[config.mk]
export PLATFORM = sky130hd
export DESIGN_NAME = mul_rr_scheduler
export DESIGN_NICKNAME = d
export VERILOG_FILES = /design/src/rtl/mul_rr_scheduler.sv
export SDC_FILE = /design/constraint.sdc
export NUM_CORES = 1
export LEC_CHECK = 0
export BUFFER_PORTS_ARGS = -buffer_cell sky130_fd_sc_hd__buf_2
export CORE_AREA = 2 2 183 185
export CTS_BUF_LIST = sky130_fd_sc_hd__clkbuf_8
export DETAILED_ROUTE_END_ITERATION = 8
export DIE_AREA = 0 0 185 187
export SLEW_MARGIN = 30
export SYNTH_ARGS = -nofsm -noshare
export SYNTH_HDL_FRONTEND = slang
export SYNTH_SLANG_ARGS = --single-unit
[constraint.sdc]
create_clock -name clk -period 2.92 [get_ports clk]
set_input_delay 0.292 -clock clk [delete_from_list [all_inputs] [get_ports clk]]
set_output_delay 0.292 -clock clk [all_outputs]
set_load 0.05 [all_outputs]
[src/rtl/mul_rr_scheduler.sv]
// Round-robin scheduler sharing one sequential 32x32 multiplier between NREQ requesters.
// Define MUL_TIMEOUT_EN to build a watchdog that aborts a multiply after TIMEOUT_CYCLES.
module mul_rr_scheduler #(
    parameter int NREQ           = 4,
    parameter int IDW            = 2,
    parameter int TIMEOUT_CYCLES = 4096
) (
    input  logic                 clk,
    input  logic                 rst_n,
    input  logic [NREQ-1:0]      req,
    input  logic [32*NREQ-1:0]   a_flat,
    input  logic [32*NREQ-1:0]   b_flat,
    output logic [NREQ-1:0]      done,
    output logic [63:0]          res,
    output logic                 err,
    output logic                 busy,
    output logic [IDW-1:0]       grant_id,
    output logic [31:0]          mul_a,
    output logic [31:0]          mul_b,
    output logic                 mul_start,
    input  logic                 mul_finish,
    input  logic [63:0]          mul_p
);

    if (NREQ < 2 || NREQ > 8 || (2 ** IDW) < NREQ || TIMEOUT_CYCLES < 1) begin : g_bad_params
        $error("mul_rr_scheduler: invalid parameter combination");
    end

    // Handshakes: requester i holds req[i] with stable operands until its one-cycle done[i].
    // The multiplier gets a one-cycle mul_start and answers with a mul_finish level; that
    // level must be seen low after the start before a rising finish is taken as the result.
    typedef enum logic [2:0] {S_IDLE, S_START, S_CLR, S_WAIT, S_RESP} state_t;

    state_t         state;
    logic [IDW-1:0] last;
    logic           found;
    logic [IDW-1:0] pick;
    logic [31:0]    sel_a;
    logic [31:0]    sel_b;
    logic           wd_hit;

    // Lowest requester above the last grant wins; otherwise wrap to the lowest overall.
    always_comb begin
        logic           hi_any;
        logic           lo_any;
        logic [IDW-1:0] hi;
        logic [IDW-1:0] lo;
        hi_any = 1'b0;
        lo_any = 1'b0;
        hi     = '0;
        lo     = '0;
        for (int i = NREQ - 1; i >= 0; i--) begin
            if (req[i]) begin
                lo     = IDW'(i);
                lo_any = 1'b1;
                if (i > int'(last)) begin
                    hi     = IDW'(i);
                    hi_any = 1'b1;
                end
            end
        end
        found = hi_any | lo_any;
        pick  = hi_any ? hi : lo;
    end

    always_comb begin
        sel_a = '0;
        sel_b = '0;
        for (int i = 0; i < NREQ; i++) begin
            if (IDW'(i) == pick) begin
                sel_a = a_flat[32*i +: 32];
                sel_b = b_flat[32*i +: 32];
            end
        end
    end

`ifdef MUL_TIMEOUT_EN
    localparam int CW = $clog2(TIMEOUT_CYCLES + 1);

    logic [CW-1:0] wd_cnt;
    logic          err_q;

    assign wd_hit = (wd_cnt == CW'(TIMEOUT_CYCLES - 1));
    assign err    = err_q;

    // Counts cycles spent in CLR and WAIT; restarts with every new grant.
    always_ff @(posedge clk or negedge rst_n) begin
        if (!rst_n) begin
            wd_cnt <= '0;
            err_q  <= 1'b0;
        end else begin
            if (state == S_IDLE) begin
                wd_cnt <= '0;
            end else if ((state == S_CLR || state == S_WAIT) && !wd_hit) begin
                wd_cnt <= wd_cnt + 1'b1;
            end
            if (state == S_WAIT && mul_finish) begin
                err_q <= 1'b0;
            end else if ((state == S_CLR || state == S_WAIT) && wd_hit) begin
                err_q <= 1'b1;
            end
        end
    end
`else
    assign wd_hit = 1'b0;
    assign err    = 1'b0;
`endif

    always_ff @(posedge clk or negedge rst_n) begin
        if (!rst_n) begin
            state     <= S_IDLE;
            last      <= IDW'(NREQ - 1);
            grant_id  <= '0;
            mul_a     <= '0;
            mul_b     <= '0;
            mul_start <= 1'b0;
            done      <= '0;
            res       <= '0;
            busy      <= 1'b0;
        end else begin
            case (state)
                S_IDLE: begin
                    if (found) begin
                        grant_id  <= pick;
                        last      <= pick;
                        mul_a     <= sel_a;
                        mul_b     <= sel_b;
                        mul_start <= 1'b1;
                        busy      <= 1'b1;
                        state     <= S_START;
                    end
                end
                S_START: begin
                    mul_start <= 1'b0;
                    state     <= S_CLR;
                end
                S_CLR: begin
                    if (wd_hit) begin
                        res   <= '0;
                        done  <= NREQ'(1) << grant_id;
                        state <= S_RESP;
                    end else if (!mul_finish) begin
                        state <= S_WAIT;
                    end
                end
                S_WAIT: begin
                    if (mul_finish) begin
                        res   <= mul_p;
                        done  <= NREQ'(1) << grant_id;
                        state <= S_RESP;
                    end else if (wd_hit) begin
                        res   <= '0;
                        done  <= NREQ'(1) << grant_id;
                        state <= S_RESP;
                    end
                end
                S_RESP: begin
                    done  <= '0;
                    busy  <= 1'b0;
                    state <= S_IDLE;
                end
                default: state <= S_IDLE;
            endcase
        end
    end

endmodule

==> results by group <==
STA
  – Slew headroom: 44.01%
  – Min Tclk post-route: 2.345 ns
  – Max Transition Viols Final: 0
  – Worst Hold Slack: 0.05169 ns
  – Post-Route Skew: 0.02228 ns
  – Final worst-path cycle share: 80.30%
  – Final TNS setup: 0 ns
  – Max Freq: 426.5 MHz
  – RSZ-0062 raised after global routing: false
  – Worst-Margin Slew: 0.8399 ns
  – Hold Vio Cnt, Final: 0
  – Setup violations, final: 0

Floorplanning
  – Number of placed I/O pins: 464
  – Initial Util: 21.34%
  – Die footprint: 34600 sq um
  – Core area: 32860 sq um
  – Die height: 187 microns
  – Die width: 185 microns
  – Placement Rows: 67

Finish
  – Final nets: 1577
  – Layout cells sized above 1: 41.76%
  – Area Growth Syn to Fin: 48.97%
  – Post-route cell area: 10450 sq um

Routing
  – DRT Wirelength: 29200 microns
  – Vias/cell: 4.591
  – Drt drc: 0
  – DR iter-0 viols: 330
  – DRT antenna net count: 0
  – 1st-pass router iterations: 5
  – Routed len/inst: 17.05 microns
  – Via count: 7859

CTS
  – Post-CTS Setup Inserts: 0
  – H-tree Lvls: 4
  – Clock Latency Late Sink: 0.44 ns
  – Clock root cell: clkbuf_8
  – CTS Hold Bufs: 32
  – Clk pin slew, worst setup/hold paths: 0.09 ns
  – Cts bufs inserted: 17
  – Clock sinks: 141
  – TritonCTS clock tree: yes
  – Max clock buf depth: 2
  – # resized after CTS: 0

Setup path
  – WP data arrival: 2.66 ns
  – CP max stage cell: dfstp_2
  – Worst R2R Setup Slack: 0.58 ns
  – Crit Path Category: reg2reg
  – Crit path cell chain: nand2_1 > a32oi_4 > nand2_4 > a211oi_1 > o21ai_1
  – Crit path buf inv count: 0
  – Setup crit start kind: register
  – Critical Path Max Stage Delay: 0.63 ns
  – Crit. End Element: register
  – Critical path peak fanout: 64
  – CP top delay family: compound AO/OA/AOI/OAI gates
  – Critical Path RT: 3.24 ns

Synth
  – Mapped Cells: 789
  – Share of async-settable or async-resettable flops after synthesis: 100.0%
  – Yosys warnings: 0
  – Sequential-to-total area share from yosys stat: 50.34%
  – Largest area contributor in the netlist: dfrtp_1
  – Syn Area/Cell: 8.890 sq um
  – Yosys cell types: 40
  – Top_reg_cell synth: dfrtp_1
  – Post-synth EDFFs: 0
  – #FFs+latches synth: 141
  – Post-Syn Nets: 1116
  – Post-synth top area share: 49.59%
  – Top cells by area, synth: dfrtp_1 50%, nand2_1 14%, o221ai_1 8.0%
  – Mapped Area: 7014 sq um

Global route
  – Global-route usage over all layers: 16.50%
  – Initial antenna violation count: 7
  – Grt total ovfl: 0
  – Vias in the first global route: 7775
  – First-pass GRT wire length: 43860 microns
  – Largest net degree at the start of global routing: 72

Placed design
  – DP Wirelength: 21540 microns
  – DP Area: 9749 sq um
  – Routability congestion estimate from global placement: 0.8317
  – Port Buffers: 462

Power and ir drop
  – PD cells: 1206 nW/um^2
  – Leakage: 5.450 nW
  – Maximum VDD drop: 0.3741 mV

Flow run
  – Max-cap violations: 0

Status
  – Outcome: finished, final reports clean

Worst hold path
  – HP Class: in2reg
## final cells by class
type                    instances  area (sq um)
flip-flops and latches        141          3531
clock buffers                  18         247.7
diodes                          2         5.005
multi-input cells             572          3148
well taps                     448         560.5
clock inverters                13         116.4
fillers                      3508         22410
inverters                       5         18.77
repair buffers                513          2821
## worst register-to-register path, cell delays in order (launching register included)
cell and delay [ns]:
dfstp_2 0.63, nand2_1 0.12, a32oi_4 0.31, nand2_4 0.43, a211oi_1 0.61, o21ai_1 0.12
## sequential cells by signal, summed over array words and instances, names as in the netlist
signal,cells
last,2
mul_start,1
mul_b,32
res,64
busy,1
done,4
mul_a,32
grant_id,2
state,3
## cells in the mapped netlist, drive strengths merged, types with 3 or more instances
library cell,number
a211oi,63
and3,63
buf,35
clkbuf,36
nand2,265
o221ai,65
nor2,10
nand2b,7
inv,5
o21ai,65
nand3,3
nor3b,3
dfrtp,139
a21oi,10
## per-stage QoR
stage	power, mW	cells	utilization, %	setup slack, ns
4_1_cts	12.77	1709	31.75	0.4907
3_3_place_gp	11.05	1646	29.67	0.5540
3_5_place_dp	11.15	1646	29.67	0.5080
2_1_floorplan	8.981	789	-	1.133
5_1_grt	13.42	1711	31.79	0.3932
6_report	12.60	1712	31.80	0.5752
## routing by layer
metal	up-vias	GRT usage, %	wire length [microns]
li1	3743	-	-
met1	3673	20.14	11940
met2	394	28.06	14190
met3	43	3.972	2282
met4	6	6.044	741
met5	-	0	41
## cell families after synthesis
| family | synth area share (%) |
|---|---|
| buffers and inverters | 5.476 |
| other | 0.05346 |
| XOR/XNOR | 0.1249 |
| AO/OA/AOI/OAI | 21.48 |
| multiplexers | 0.1605 |
| flip-flops | 50.34 |
| AND/OR/NAND/NOR | 22.37 |
## where the power goes
part / switching [mW] / internal [mW]
logic: 5.78 / 1.88
clock network: 0.831 / 0.694
registers: 0.524 / 2.89
total: 7.13 / 5.46
## path summary, 6_finish.rpt
path,startpoint,to,cells after the start
setup / recovery,last[1]$_DFFE_PN1P_,mul_a[20]$_DFFE_PN0P_,5
hold / removal,mul_p[63],res[63]$_DFFE_PN0P_,3
setup reg to reg,last[1]$_DFFE_PN1P_,mul_a[20]$_DFFE_PN0P_,5
hold reg to reg,res[35]$_DFFE_PN0P_,res[35]$_DFFE_PN0P_,2
max in group asynchronous,rst_n,res[58]$_DFFE_PN0P_,3
min in group asynchronous,rst_n,res[30]$_DFFE_PN0P_,2
## placed cells by master (no fill, tap or decap), types with 15 or more instances in the layout
cell	n
a211oi_1	63
and3_1	63
nand2_1	262
o21ai_1	61
dlygate4sd3_1	33
dfrtp_1	139
clkbuf_8	18
buf_2	461
o221ai_1	64
buf_4	15
No activity file was read; power rests on OpenSTA's default activity.
